[src/rtl/axi_wr_rsp_fifo_if.sv]
// AXI write-response (B) channel bundle.
// The master modport drives the response; the slave modport accepts it.
interface axi_wr_rsp_fifo_if #(
  parameter int unsigned ID_WIDTH   = 4,
  parameter int unsigned USER_WIDTH = 1
) ();

  logic [ID_WIDTH-1:0]   bid;
  logic [1:0]            bresp;
  logic [USER_WIDTH-1:0] buser;
  logic                  bvalid;
  logic                  bready;

  modport master (
    output bid,
    output bresp,
    output buser,
    output bvalid,
    input  bready
  );

  modport slave (
    input  bid,
    input  bresp,
    input  buser,
    input  bvalid,
    output bready
  );

endinterface

[src/rtl/axi_wr_rsp_fifo.sv]
// First-word-fall-through buffer for the AXI B channel.
// Also monitors delivered responses for SLVERR/DECERR.
module axi_wr_rsp_fifo #(
  parameter int unsigned ID_WIDTH      = 4,
  parameter int unsigned USER_WIDTH    = 1,
  parameter int unsigned DEPTH         = 4,
  parameter int unsigned ERR_CNT_WIDTH = 8
) (
  input  logic                     aclk,
  input  logic                     aresetn,
  axi_wr_rsp_fifo_if.slave         s_b,
  axi_wr_rsp_fifo_if.master        m_b,
  input  logic                     err_clr,
  output logic                     err_sticky,
  output logic [ERR_CNT_WIDTH-1:0] err_cnt,
  output logic [ID_WIDTH-1:0]      err_last_id,
  output logic [$clog2(DEPTH):0]   level
);

  localparam int unsigned PtrW = $clog2(DEPTH);
  localparam int unsigned LvlW = PtrW + 1;
  localparam int unsigned EntW = ID_WIDTH + 2 + USER_WIDTH;

  logic [EntW-1:0]          mem_q [DEPTH];
  logic [PtrW-1:0]          wr_ptr_q, wr_ptr_d;
  logic [PtrW-1:0]          rd_ptr_q, rd_ptr_d;
  logic [LvlW-1:0]          level_q, level_d;
  logic                     err_sticky_q, err_sticky_d;
  logic [ERR_CNT_WIDTH-1:0] err_cnt_q, err_cnt_d;
  logic [ID_WIDTH-1:0]      err_last_id_q, err_last_id_d;

  logic                     push, pop, err_pop;
  logic [EntW-1:0]          head;
  logic [ERR_CNT_WIDTH-1:0] cnt_base;

  // Handshake outputs come only from registered occupancy.
  assign s_b.bready = (level_q != LvlW'(DEPTH));
  assign m_b.bvalid = (level_q != '0);

  assign head = mem_q[rd_ptr_q];
  assign {m_b.bid, m_b.bresp, m_b.buser} = head;

  assign push    = s_b.bvalid & s_b.bready;
  assign pop     = m_b.bvalid & m_b.bready;
  assign err_pop = pop & m_b.bresp[1];

  always_comb begin
    wr_ptr_d = wr_ptr_q;
    rd_ptr_d = rd_ptr_q;
    level_d  = level_q;
    if (push) wr_ptr_d = wr_ptr_q + PtrW'(1);
    if (pop)  rd_ptr_d = rd_ptr_q + PtrW'(1);
    if (push && !pop) level_d = level_q + LvlW'(1);
    else if (!push && pop) level_d = level_q - LvlW'(1);
  end

  // Clear takes effect first so an error popped in the same cycle is still counted.
  always_comb begin
    cnt_base      = err_clr ? '0 : err_cnt_q;
    err_cnt_d     = cnt_base;
    err_sticky_d  = err_clr ? 1'b0 : err_sticky_q;
    err_last_id_d = err_clr ? '0 : err_last_id_q;
    if (err_pop) begin
      err_sticky_d  = 1'b1;
      err_last_id_d = m_b.bid;
      if (cnt_base != '1) err_cnt_d = cnt_base + ERR_CNT_WIDTH'(1);
    end
  end

  always_ff @(posedge aclk or negedge aresetn) begin
    if (!aresetn) begin
      for (int i = 0; i < int'(DEPTH); i++) mem_q[i] <= '0;
      wr_ptr_q      <= '0;
      rd_ptr_q      <= '0;
      level_q       <= '0;
      err_sticky_q  <= 1'b0;
      err_cnt_q     <= '0;
      err_last_id_q <= '0;
    end else begin
      if (push) mem_q[wr_ptr_q] <= {s_b.bid, s_b.bresp, s_b.buser};
      wr_ptr_q      <= wr_ptr_d;
      rd_ptr_q      <= rd_ptr_d;
      level_q       <= level_d;
      err_sticky_q  <= err_sticky_d;
      err_cnt_q     <= err_cnt_d;
      err_last_id_q <= err_last_id_d;
    end
  end

  assign err_sticky  = err_sticky_q;
  assign err_cnt     = err_cnt_q;
  assign err_last_id = err_last_id_q;
  assign level       = level_q;

endmodule

[src/flat_wrapper.sv]
// flat-port wrapper written by rule: the top's interface ports become plain ports
module axi_wr_rsp_fifo_flat 
#(
  parameter int unsigned ID_WIDTH      = 4,
  parameter int unsigned USER_WIDTH    = 1,
  parameter int unsigned DEPTH         = 4,
  parameter int unsigned ERR_CNT_WIDTH = 8
)
  (aclk, aresetn, err_clr, err_sticky, err_cnt, err_last_id, level, s_b_bid, s_b_bresp, s_b_buser, s_b_bvalid, s_b_bready, m_b_bid, m_b_bresp, m_b_buser, m_b_bvalid, m_b_bready);
  axi_wr_rsp_fifo_if #(.ID_WIDTH(ID_WIDTH), .USER_WIDTH(USER_WIDTH)) s_b_i ();
  axi_wr_rsp_fifo_if #(.ID_WIDTH(ID_WIDTH), .USER_WIDTH(USER_WIDTH)) m_b_i ();
  input  logic aclk;
  input  logic aresetn;
  input  logic err_clr;
  output logic err_sticky;
  output logic [ERR_CNT_WIDTH-1:0] err_cnt;
  output logic [ID_WIDTH-1:0] err_last_id;
  output logic [$clog2(DEPTH):0] level;
  input wire logic [$bits(s_b_i.bid)-1:0] s_b_bid;
  input wire logic [$bits(s_b_i.bresp)-1:0] s_b_bresp;
  input wire logic [$bits(s_b_i.buser)-1:0] s_b_buser;
  input wire logic [$bits(s_b_i.bvalid)-1:0] s_b_bvalid;
  output wire logic [$bits(s_b_i.bready)-1:0] s_b_bready;
  output wire logic [$bits(m_b_i.bid)-1:0] m_b_bid;
  output wire logic [$bits(m_b_i.bresp)-1:0] m_b_bresp;
  output wire logic [$bits(m_b_i.buser)-1:0] m_b_buser;
  output wire logic [$bits(m_b_i.bvalid)-1:0] m_b_bvalid;
  input wire logic [$bits(m_b_i.bready)-1:0] m_b_bready;
  assign s_b_i.bid = s_b_bid;
  assign s_b_i.bresp = s_b_bresp;
  assign s_b_i.buser = s_b_buser;
  assign s_b_i.bvalid = s_b_bvalid;
  assign s_b_bready = s_b_i.bready;
  assign m_b_bid = m_b_i.bid;
  assign m_b_bresp = m_b_i.bresp;
  assign m_b_buser = m_b_i.buser;
  assign m_b_bvalid = m_b_i.bvalid;
  assign m_b_i.bready = m_b_bready;
  axi_wr_rsp_fifo #(.ID_WIDTH(ID_WIDTH), .USER_WIDTH(USER_WIDTH), .DEPTH(DEPTH), .ERR_CNT_WIDTH(ERR_CNT_WIDTH)) u_core (.aclk(aclk), .aresetn(aresetn), .s_b(s_b_i), .m_b(m_b_i), .err_clr(err_clr), .err_sticky(err_sticky), .err_cnt(err_cnt), .err_last_id(err_last_id), .level(level));
endmodule
[config.mk]
export PLATFORM = sky130hd
export DESIGN_NAME = axi_wr_rsp_fifo_flat
export DESIGN_NICKNAME = d
export VERILOG_FILES = /design/src/rtl/axi_wr_rsp_fifo_if.sv /design/src/rtl/axi_wr_rsp_fifo.sv /design/src/flat_wrapper.sv
export SDC_FILE = /design/constraint.sdc
export NUM_CORES = 1
export LEC_CHECK = 0
export BUFFER_PORTS_ARGS = -buffer_cell sky130_fd_sc_hd__buf_2
export CORE_ASPECT_RATIO = 0.75
export CORE_MARGIN = 3
export CORE_UTILIZATION = 50
export CTS_CLUSTER_DIAMETER = 30
export DETAILED_ROUTE_END_ITERATION = 8
export PLACE_DENSITY = 0.82
export SYNTH_ARGS = -nofsm -noshare
export SYNTH_HDL_FRONTEND = slang
export SYNTH_SLANG_ARGS = --single-unit
[constraint.sdc]
create_clock -name aclk -period 3 [get_ports aclk]
set_input_delay 0.6 -clock aclk [delete_from_list [all_inputs] [get_ports aclk]]
set_output_delay 0.6 -clock aclk [all_outputs]
set_load 0.005 [all_outputs]
==> impl_metrics.env <==
export IMPL_outcome="finished clean"
export IMPL_first_global_vias=1440
export IMPL_tightest_slew_ns=0.554
export IMPL_nets=229
export IMPL_r2r_cells=8
export IMPL_layout_common_cells="dfrtp_1 (48), buf_2 (36), mux2_2 (29)"
export IMPL_worst_path_dominant_cell_family="flip-flops"
export IMPL_netSwitchingFraction_pct=33.0
export IMPL_areaGrowthSynthToFinish_pct=14.2
export IMPL_worstPathRequired_ns=2.40
export IMPL_layout_commonest_cell="dfrtp_1"
export IMPL_synth_area_top_cells="dfrtp_1 (53%), mux2_2 (14%), mux4_1 (6.9%), ha_1 (3.3%), nand2_1 (2.6%)"
export IMPL_cts_tree="yes"
export IMPL_cts_root_buf="clkbuf_8"
export IMPL_routabilityCongestion=0.759
export IMPL_cts_buffer_depth=2
export IMPL_clk_pin_slew_worst_paths_ns=0.09
export IMPL_grtUsageTotal_pct=17.4
export IMPL_slew_viol_final=0
export IMPL_initial_core_util_pct=53.9
export IMPL_setup_viol=0
export IMPL_grt_met1_usage_pct=23.7
export IMPL_cts_setup_buffers=0
export IMPL_path_class="reg -> out"
export IMPL_synth_cell_type_count=34
export IMPL_max_cap_violations=0
export IMPL_ff_latch_area_um2=1200
export IMPL_row_count=20
export IMPL_ctsResizeCount=0
export IMPL_ys_flop_type="dfrtp_1"
export IMPL_max_stage_delay_ns=0.69
export IMPL_antenna_found_initial=0
export IMPL_finalPower_mw=2.50
export IMPL_cts_made_buffers=5
export IMPL_fmax_mhz=412
export IMPL_first_pass_iters=4
export IMPL_ys_seq_area_share_pct=52.7
export IMPL_die_h_um=64.5
export IMPL_wirelength_um=4190
export IMPL_syn_inst=172
export IMPL_skew_ns=0.00868
export IMPL_finalHoldViolCount=0
export IMPL_dieWidth_um=84.0
export IMPL_drc_errors=0
export IMPL_async_flop_share_pct=100
export IMPL_multi_input_area_um2=1020
export IMPL_netlist_area_leader_share_pct=52.7
export IMPL_grt_max_degree=46
export IMPL_avgViaCountPerCell=5.42
export IMPL_drt_first_iter_violations=58
export IMPL_yosys_warnings=0
export IMPL_overflow=0
export IMPL_cp_start_kind="flip-flop"
export IMPL_cts_hold_buf=0
export IMPL_p_comb_share_pct=38.9
export IMPL_fin_setup_tns_ns=0
export IMPL_vias=1443
export IMPL_endpoint_kind="primary output"
export IMPL_internal_power_mw=1.67
export IMPL_synth_edf_count=0
export IMPL_drive_gt1_share_pct=37.0
export IMPL_syn_mean_instance_area_um2=13.3
export IMPL_fp_dieArea_um2=5420
export IMPL_cts_sinks=48
export IMPL_routedWlPerCell_um=15.8
export IMPL_cp_depth=2
export IMPL_period_minus_slack_ns=2.43
export IMPL_ant_nets=0
export IMPL_worstPathArrival_ns=1.83
export IMPL_htreeDepth=2
export IMPL_path_buf_inv=1
export IMPL_grt_busiest_layer="met2"
export IMPL_syn_area_um2=2280
export IMPL_ir_worst_vdd_v=0.000553
export IMPL_synthesis_nets=191
export IMPL_grt_pass1_wl_um=7280
export IMPL_pwr_share_clk_pct=16.0
export IMPL_yosysTopAreaCell="dfrtp_1"
export IMPL_crit_fanout=9
export IMPL_rsz0062_at_grt="no"
export IMPL_period_share_pct=81.0
export IMPL_place_area_um2=2510
export IMPL_switchingPower_mw=0.826
export IMPL_clkLatencyLatePin_ns=0.30
export IMPL_io_pins=37
export IMPL_hp_class="in -> async"
export IMPL_grt_util_met3_pct=4.96
export IMPL_dp_hpwl_um=2920
export IMPL_globalRouteMet2Util_pct=26.4
export IMPL_p_leak_nw=1.22
export IMPL_nFillCells=336
export IMPL_synth_seq_cells=48
export IMPL_core_area_um2=4230
export IMPL_power_density_nw_per_um2=959
export IMPL_seqPwrFrac_pct=45.1
export IMPL_max_slew_margin_rel_pct=62.8
export IMPL_slowest_stage="dfrtp_1"
export IMPL_path_cells="mux4_1 -> buf_2"
export IMPL_design_area_um2=2610
export IMPL_n_antenna_cell=0
export IMPL_portBuffers=36
==> worst reg2reg max path, stage by stage (launching register included) <==
cell and delay [ns]:
dfrtp_1 0.45, or3_1 0.46, nand2_1 0.16, ha_1 0.19
inv_1 0.06, fa_1 0.37, xor2_1 0.15, nor2_1 0.11
xor2_1 0.14
==> Yosys cell counts (2+ instances only) <==
library cell	instances
nor2_1	8
mux2_2	29
nand3b_1	5
nand3_1	4
nand2b_1	3
clkbuf_1	3
mux2i_1	2
nand2_1	16
mux2_1	2
inv_1	5
dfrtp_1	48
buf_2	2
xor2_1	3
nor2b_1	3
ha_1	6
nor3_1	4
o21ai_0	2
mux4_1	6
or3_1	2
xnor2_1	5
==> final timing paths <==
| check | slack [ns] | start | to |
|---|---|---|---|
| min in group aclk | 0.51 | u_core.mem_q[18]$_DFFE_PN0P_ | u_core.mem_q[18]$_DFFE_PN0P_ |
| max reg2reg | 0.85 | u_core.level[0]$_DFFE_PN0P_ | u_core.level[2]$_DFFE_PN0P_ |
| min | 0.09 | aresetn | u_core.err_sticky$_DFFE_PN0P_ |
| min reg2reg | 0.51 | u_core.mem_q[18]$_DFFE_PN0P_ | u_core.mem_q[18]$_DFFE_PN0P_ |
| max | 0.57 | u_core.rd_ptr_q[0]$_DFFE_PN0P_ | m_b_bid[3] |
| max in group asynchronous | 2.19 | aresetn | u_core.err_last_id[1]$_DFFE_PN0P_ |
==> logic make-up after synthesis <==
group | after synthesis | synth area share, %
and+or+nand+nor | 52 | 12.0
DFF | 48 | 52.7
muxes | 40 | 24.1
buffers and inverters | 12 | 2.47
xor gates and xnor gates | 8 | 3.07
adders and majority gates | 7 | 4.17
AOI/OAI and AO/OA | 5 | 1.59
==> per-stage QoR <==
stage          cells  utilization [%]  worst slack (ns)  hold slack (ns)
2_1_floorplan    172                -             0.907            0.304
3_3_place_gp     258             59.3             0.612            0.406
3_5_place_dp     258             59.3             0.560            0.406
4_1_cts          266             61.6             0.553           0.0795
5_1_grt          266             61.6             0.501           0.0765
6_report         266             61.6             0.570           0.0894
==> power groups by stage <==
stage | Clock, mW | Sequential, mW | Combinational, mW
after floorplan | 0 | 1.05 | 0.755
after CTS | 0.410 | 1.12 | 0.991
after global placement | 0 | 1.12 | 0.955
after global routing | 0.441 | 1.16 | 1.09
final | 0.399 | 1.13 | 0.973
after detailed placement | 0 | 1.14 | 0.984
==> state kept, by name (all words and copies together), names as in the netlist <==
name and flops:
u_core.mem_q 28, u_core.err_cnt 8, u_core.err_last_id 4, u_core.level 3, u_core.rd_ptr_q 2, u_core.wr_ptr_q 2, u_core.err_sticky 1
==> layer usage <==
layer  routed length, um  up-vias
met4                  41        0
met2                1880       52
met3                 306        4
met1                1960      696
li1                    -      691
met5                   0        -
==> cell type report <==
class,instances,share of cell area (%)
Inverter,5,0.720
Timing Repair Buffer,38,7.49
Tap cell,55,2.64
Clock buffer,6,3.17
Sequential cell,48,46.1
Clock inverter,2,0.576
Multi-Input combinational cell,112,39.3
No activity file was read; power rests on OpenSTA's default activity.
